--- config.mk ---
export PLATFORM = sky130hd
export DESIGN_NAME = alu_execute_unit
export DESIGN_NICKNAME = d
export VERILOG_FILES = /design/src/rtl/alu_execute_unit.sv
export SDC_FILE = /design/constraint.sdc
export NUM_CORES = 1
export LEC_CHECK = 0
export BUFFER_PORTS_ARGS = -buffer_cell sky130_fd_sc_hd__buf_2
export CAP_MARGIN = 10
export CORE_ASPECT_RATIO = 0.9
export CORE_MARGIN = 4
export CORE_UTILIZATION = 55
export CTS_CLUSTER_SIZE = 24
export DETAILED_ROUTE_END_ITERATION = 7
export HOLD_SLACK_MARGIN = 0.05
export PLACE_DENSITY = 0.77
export REMOVE_ABC_BUFFERS = 1
export SLEW_MARGIN = 15
export SYNTH_ARGS = -nofsm -noshare
export SYNTH_HDL_FRONTEND = slang
export SYNTH_SLANG_ARGS = --single-unit
--- constraint.sdc ---
create_clock -name clk -period 4.9 [get_ports clk]
set_input_delay 0.98 -clock clk [delete_from_list [all_inputs] [get_ports clk]]
set_output_delay 0.98 -clock clk [all_outputs]
set_load 0.005 [all_outputs]
--- src/rtl/alu_execute_unit.sv ---
// Execution-stage ALU: single-cycle add/sub/and/or, iterative mult/div behind a Start/Busy/Done handshake.
// Define ALU_EXEC_FAST_MUL_EN to replace the iterative multiplier with a combinational single-cycle multiply.
module alu_execute_unit #(
  parameter int WIDTH = 16
) (
  input  logic             clk,
  input  logic             reset,
  input  logic             Start,
  input  logic [2:0]       ALUControl,
  input  logic [WIDTH-1:0] A,
  input  logic [WIDTH-1:0] B,
  output logic [WIDTH-1:0] Result,
  output logic [WIDTH-1:0] ResultHi,
  output logic             Carry,
  output logic             Zero,
  output logic             DivByZero,
  output logic             Busy,
  output logic             Done
);

  localparam int CNT_W = $clog2(WIDTH + 1);

`ifdef ALU_EXEC_FAST_MUL_EN
  typedef enum logic [1:0] {IDLE = 2'd0, DIV = 2'd2, DONE = 2'd3} state_t;
`else
  typedef enum logic [1:0] {IDLE = 2'd0, MUL = 2'd1, DIV = 2'd2, DONE = 2'd3} state_t;
`endif

  state_t               r_state, w_nextState;
  logic [CNT_W-1:0]     r_cnt, w_nextCnt;
  logic [2*WIDTH-1:0]   r_work, w_nextWork;
  logic [WIDTH-1:0]     r_b;
  logic [WIDTH-1:0]     r_result, r_resultHi;
  logic                 r_carry, r_zero, r_divByZero;

  logic                 w_accept, w_load;
  logic [WIDTH-1:0]     w_nResult, w_nHi;
  logic                 w_nCarry, w_nDbz;

  logic [WIDTH:0]       w_addSum, w_subDiff;
  logic [WIDTH:0]       w_divShift, w_divTrial;
  logic [2*WIDTH-1:0]   w_divWork;

  assign w_addSum  = {1'b0, A} + {1'b0, B};
  assign w_subDiff = {1'b0, A} - {1'b0, B};

  // Restoring division step: r_work holds {remainder, dividend/quotient bits}.
  assign w_divShift = r_work[2*WIDTH-1:WIDTH-1];
  assign w_divTrial = w_divShift - {1'b0, r_b};
  assign w_divWork  = w_divTrial[WIDTH] ? {w_divShift[WIDTH-1:0], r_work[WIDTH-2:0], 1'b0}
                                        : {w_divTrial[WIDTH-1:0], r_work[WIDTH-2:0], 1'b1};

`ifdef ALU_EXEC_FAST_MUL_EN
  logic [2*WIDTH-1:0] w_fastProd;
  assign w_fastProd = {{WIDTH{1'b0}}, A} * {{WIDTH{1'b0}}, B};
`else
  // Shift-add step: r_work holds {partial product high, remaining multiplier bits}.
  logic [WIDTH-1:0]   r_a;
  logic [WIDTH:0]     w_mulSum;
  logic [2*WIDTH-1:0] w_mulWork;
  assign w_mulSum  = {1'b0, r_work[2*WIDTH-1:WIDTH]} + (r_work[0] ? {1'b0, r_a} : '0);
  assign w_mulWork = {w_mulSum, r_work[WIDTH-1:1]};
`endif

  always_ff @(posedge clk) begin
    if (reset) r_state <= IDLE;
    else       r_state <= w_nextState;
  end

  always_comb begin
    w_nextState = r_state;
    w_nextCnt   = r_cnt;
    w_nextWork  = r_work;
    w_accept    = 1'b0;
    w_load      = 1'b0;
    w_nResult   = '0;
    w_nHi       = '0;
    w_nCarry    = 1'b0;
    w_nDbz      = 1'b0;
    case (r_state)
      IDLE: begin
        if (Start) begin
          w_accept    = 1'b1;
          w_load      = 1'b1;
          w_nextState = DONE;
          case (ALUControl)
            3'b001: begin
              w_nResult = w_subDiff[WIDTH-1:0];
              w_nCarry  = ~w_subDiff[WIDTH];
            end
            3'b010: begin
`ifdef ALU_EXEC_FAST_MUL_EN
              {w_nHi, w_nResult} = w_fastProd;
`else
              w_load      = 1'b0;
              w_nextState = MUL;
              w_nextWork  = {{WIDTH{1'b0}}, B};
              w_nextCnt   = CNT_W'(WIDTH);
`endif
            end
            3'b011: begin
              if (B == '0) begin
                w_nResult = '1;
                w_nHi     = A;
                w_nDbz    = 1'b1;
              end else begin
                w_load      = 1'b0;
                w_nextState = DIV;
                w_nextWork  = {{WIDTH{1'b0}}, A};
                w_nextCnt   = CNT_W'(WIDTH);
              end
            end
            3'b100: w_nResult = A & B;
            3'b101: w_nResult = A | B;
            default: begin
              w_nResult = w_addSum[WIDTH-1:0];
              w_nCarry  = w_addSum[WIDTH];
            end
          endcase
        end
      end
`ifndef ALU_EXEC_FAST_MUL_EN
      MUL: begin
        w_nextWork = w_mulWork;
        w_nextCnt  = r_cnt - CNT_W'(1);
        if (r_cnt == CNT_W'(1)) begin
          w_nextState        = DONE;
          w_load             = 1'b1;
          {w_nHi, w_nResult} = w_mulWork;
        end
      end
`endif
      DIV: begin
        w_nextWork = w_divWork;
        w_nextCnt  = r_cnt - CNT_W'(1);
        if (r_cnt == CNT_W'(1)) begin
          w_nextState = DONE;
          w_load      = 1'b1;
          w_nResult   = w_divWork[WIDTH-1:0];
          w_nHi       = w_divWork[2*WIDTH-1:WIDTH];
        end
      end
      DONE:    w_nextState = IDLE;
      default: w_nextState = IDLE;
    endcase
  end

  // Output registers only move on the cycle that enters DONE, so they hold across later iterations.
  always_ff @(posedge clk) begin
    if (reset) begin
      r_cnt       <= '0;
      r_work      <= '0;
      r_b         <= '0;
      r_result    <= '0;
      r_resultHi  <= '0;
      r_carry     <= 1'b0;
      r_zero      <= 1'b0;
      r_divByZero <= 1'b0;
`ifndef ALU_EXEC_FAST_MUL_EN
      r_a         <= '0;
`endif
    end else begin
      r_cnt  <= w_nextCnt;
      r_work <= w_nextWork;
      if (w_accept) begin
        r_b <= B;
`ifndef ALU_EXEC_FAST_MUL_EN
        r_a <= A;
`endif
      end
      if (w_load) begin
        r_result    <= w_nResult;
        r_resultHi  <= w_nHi;
        r_carry     <= w_nCarry;
        r_zero      <= (w_nResult == '0);
        r_divByZero <= w_nDbz;
      end
    end
  end

  assign Result    = r_result;
  assign ResultHi  = r_resultHi;
  assign Carry     = r_carry;
  assign Zero      = r_zero;
  assign DivByZero = r_divByZero;
  assign Busy      = (r_state != IDLE);
  assign Done      = (r_state == DONE);

endmodule
* Word level (Yosys, flattened, before mapping)
Index checks and enable logic that the tools add are counted.
Operators by class: bitwise logic cells 3, div/mod/pow operators 0, add/sub/neg operators 5, multiply operators 0, mux-type cells 40, eq/ne operators 13, shift-type cells 0, reduce and logical (&&, ||, !) cells 11, magnitude comparators 0
Operator list (number):
- $mux W16 | 10
- $mux W32 | 3
- $pmux W16 S3 | 2
- $pmux W32 S3 | 1
- $pmux W16 S5 | 1
- $pmux W32 S2 | 1
- $add A16 B16 Y17 | 2
- $logic_not A16 Y1 | 2
- $pmux W5 S2 | 2
- $sub A16 B16 Y17 | 1
- $sub A17 B16 Y17 | 1
- $and A16 B16 Y16 | 1
- $or A16 B16 Y16 | 1
- $mux W1 | 11
- $mux W5 | 2
- $reduce_and A4 Y1 | 2
- $eq A3 B2 Y1 const B | 2
- $eq A3 B3 Y1 const B | 2
- $pmux W1 S2 | 3
- $pmux W2 S3 | 1
- $eq A5 B1 Y1 const B | 1
- $sub A5 B1 Y5 const B | 1
- $eq A2 B2 Y1 const B | 2
- $mux W2 | 2
- 14 further kinds | 15
Storage, ports and cells: word-level logic and storage cells 82, latch bits 0, flip-flop bits (word level) 106, bits in writable memories 0, memories kept 0, input port bits 38, bits in read-only memories 0

* Depth between registers and ports, before layout
word-level depth 6, gate-level depth with buffers 14, gate-level depth less buffers 13

* Worst setup path before layout
No wires, ideal clock.
path kind input to register, from input port A[0], to register r_zero (netlist: Zero), data required time 4816 ps, arrival 3853 ps, cell stages on the path 13, slack 963 ps, library setup time 84 ps, cell sequence inv_1 -> ha_1 -> inv_1 -> fa_1 -> nor2b_1 -> o311a_1 -> o22a_1 -> a2111oi_0 -> xor2_1 -> a21oi_1 -> o22ai_1 -> or4_1 -> o31ai_2
On the way: cells in the longest elaborated chain, start to end 5, elaborated cells between the ends (all ways) 8, classes of those cells 2 x add/sub; 3 x mux; 2 x bitwise; 1 x reduce/logical
RTL lines:
- start: declaration | RTL line 10 | input logic [WIDTH-1:0] A,
- $add A16 B16 Y17 (tied with other cells) | RTL line 44 | assign w_addSum = {1'b0, A} + {1'b0, B};
- $pmux W16 S5 (*) | RTL line 86 | case (ALUControl)
- $mux W16 (*) | RTL line 82 | if (Start) begin
- $pmux W16 S3 (*) | RTL line 80 | case (r_state)
- $logic_not A16 Y1 (*) | RTL line 175 | r_zero <= (w_nResult == '0);
- end signal: assignment | RTL line 175
- end: declaration | RTL line 34 | logic r_carry, r_zero, r_divByZero;
Every way passes the cells marked *; elsewhere a longest branch is shown, timed or not. A chain may end at the register's enable or synchronous reset.

* Worst setup path in the final report
Same ends and word-level chain as after synthesis.

==> flow_summary.yaml <==
floorplanning:
  rows: 43
  fp.coreArea_um2: 15660
  io_pins: 75
  die_area_um2: 18350
  die-width_um: 142.3
  initial_utilization_pct: 57.06
  dieHeight_um: 128.9
min_path:
  hold_depth: 2
  hold_path_startpoint: "r_a[4]$_SDFFE_PP0P_"
  min_to: "r_a[4]$_SDFFE_PP0P_"
  min_path_type: "flip-flop to flip-flop"
global_route:
  grt.total_usage_pct: 31.56
  grt_max_degree: 47
  grt_remaining_overflow: 0
  grt_first_pass_wirelength_mm: 46.33
  grt_pass1_vias: 8719
  grt_antenna_before_repair: 0
layout:
  final_util_pct: 62.20
  drive_above_1_share_pct: 9.360
  stdcell_count: 1485
  final_cell_mix: "nand2_1 (200), a21oi_1 (134), dfxtp_1 (106), o21ai_0 (90), ha_1 (88)"
  nets: 1407
  n_fill_cell: 1489
  design_area_um2: 9738
  layout_commonest_cell: "nand2_1"
  syn_to_final_growth_pct: 9.006
synth:
  avgSynthCellArea_um2: 7.199
  ys_ff_latch: 106
  yosys-top-cells-area: "dfxtp_1 (24%), ha_1 (12%), nand2_1 (8.4%)"
  synth_top_area_share_pct: 23.75
  ys_seq_area_share_pct: 23.75
  syn_area_um2: 8934
  ys_warn_count: 0
  synth_edf_count: 0
  yosys.area.top_type: "dfxtp_1"
  netlist_instances: 1241
  ys_async_sr_fraction_pct: 0
  synth.distinct_cells: 67
  synthFlopType: "dfxtp_1"
sta:
  fmax_mhz: 230.8
  finalCritPeriodShare_pct: 88.43
  min_period_ps: 4333
  worst_pin_slew_ps: 946.8
  finClkSkew_ps: 10.17
  layout_setup_ws_ps: 566.9
  final_hold_viol_count: 0
  rsz0062_at_grt: "no"
  final-setup-viol-count: 0
  fin_setup_tns_ps: 0
  final-max-slew-violation-count: 0
  maxSlewHeadroom_pct: 36.88
detailed_routing:
  wl_per_cell_um: 19.89
  via_per_inst: 6.385
  dr.pass1.iters: 6
  post-route-drc-count: 0
  dr_total_vias: 9482
  wirelength_mm: 29.54
  ant_nets: 0
  drt-initial-drc-count: 945
job:
  drv_cap: 0
setup_path:
  crit_arrival_ps: 4620
  worstSetupEndpointType: "flip-flop"
  reg2reg_depth: 14
  rrSetupSlack_ps: 750
  critPathLaunchType: "input pin"
  worstSetupPathType: "input pin to flip-flop"
  r2r_end: "Zero$_SDFFE_PP0P_"
  cp.required_ps: 5190
  crit_fanout: 5
  timing.rr.start: "r_work[15]$_SDFFE_PP0P_"
clocking:
  clkSinkCount: 106
  htreeDepth: 3
  numCtsBuffers: 9
  cts.reportedPaths.clkPinSlew_ps: 80
  cts_root_buf: "clkbuf_16"
  clock_path_buffers: 2
  hold_buffers: 0
  postCtsSetupBuffers: 0
  cts_tree: "yes"
  clock_latency_ps: 370
  postCtsResizedCells: 0
placement:
  gp_congestion: 0.9768
  dp.cells: 1468
  portBuffers: 74
  post_dp_cell_area_um2: 9448
  hpwl_mm: 22.17
  post-place-ws_ps: 328.9
power:
  p_leak_nw: 4.090
  p_per_area_nw_per_um2: 402.5
  max-vdd-ir-drop_v: 0.0002199
outcome:
  status: "completed"
==> per-stage QoR <==
step	power, mW	hold WS, ps
floorplan	2.496	425.7
global placement	3.118	436.8
detailed placement	3.141	443.4
CTS	3.879	453.8
global route	4.162	469.9
finish	3.919	451.7
==> power by group <==
part | total [mW] | internal, mW | switching, mW | leakage (nW)
Sequential | 1.19 | 1.05 | 0.142 | 0.865
Clock | 0.736 | 0.368 | 0.367 | 0.139
Combinational | 1.99 | 0.703 | 1.29 | 3.09
==> per-layer routing <==
layer | vias up | track usage [%] | routed length [um] | share of wire, %
li1 | 4477 | - | - | -
met1 | 4435 | 42.44 | 12520 | 42
met2 | 488 | 50.99 | 13420 | 45
met3 | 82 | 5.871 | 2619 | 8.9
met4 | 0 | 11.12 | 975 | 3.3
met5 | - | 0 | 0 | 0
==> critical path, cell delays in order <==
cell and delay [ps]:
buf_2 130, inv_1 100, ha_1 190, inv_1 70, fa_1 440, nor2b_1 180, o311a_1 330, o22a_1 260
a2111oi_0 730, xor2_1 140, a21oi_1 200, o22ai_1 120, or4_1 570, o31ai_2 180
==> registers in the layout, summed over array words and instances (netlist names) <==
name and count:
Zero 1, DivByZero 1, Carry 1, Result 16, ResultHi 16, r_cnt 5, r_b 16, r_state 2
r_work 32, r_a 16
==> Yosys cell counts, drive strengths merged, types with 4 or more instances <==
library cell / instances
and2: 23
o211ai: 34
a32oi: 4
nor4: 10
o21bai: 11
nor2: 75
buf: 9
mux2i: 5
nand2: 200
a211oi: 20
o22ai: 8
inv: 80
a21boi: 4
nand3b: 4
ha: 88
a22oi: 25
o221ai: 4
nor2b: 15
and3: 6
dfxtp: 106
xor2: 11
o21a: 13
nand4: 5
xnor2: 34
or3: 10
o31ai: 11
a311oi: 7
o21ai: 91
nand2b: 11
nand3: 28
nor3b: 5
a31oi: 8
a21o: 11
clkbuf: 61
a211o: 4
a21oi: 135
nor3: 16
fa: 4
==> cell type report <==
type | count | area [um^2] | area share [%]
Clock inverter | 5 | 45.04 | 0.4625
Sequential cell | 106 | 2122 | 21.79
Antenna cell | 1 | 2.502 | 0.02570
Multi-Input combinational cell | 985 | 6245 | 64.13
Clock buffer | 11 | 242.7 | 2.493
Inverter | 80 | 300.3 | 3.084
Timing Repair Buffer | 95 | 528.0 | 5.422
Tap cell | 202 | 252.7 | 2.595
==> logic make-up after synthesis <==
group	Yosys count	synth area share, %
simple gates	419	21.58
fa+ha+maj	92	13.22
mux	7	0.8123
flops	106	23.75
xor+xnor	45	4.412
buf+inv	150	6.387
compound gates	422	29.83
==> worst max-delay path by stage <==
stage	endpoint	start	cells after the start	slack (ps)
6_report	Zero$_SDFFE_PP0P_	A[0]	14	570
5_1_grt	Zero$_SDFFE_PP0P_	A[0]	14	510
4_1_cts	Zero$_SDFFE_PP0P_	A[0]	14	680
3_5_place_dp	Zero$_SDFFE_PP0P_	A[0]	14	330
3_3_place_gp	Zero$_SDFFE_PP0P_	A[0]	14	510
2_1_floorplan	ResultHi[14]$_SDFFE_PP0P_	Start	6	930
(Power assumes the default switching activity.)
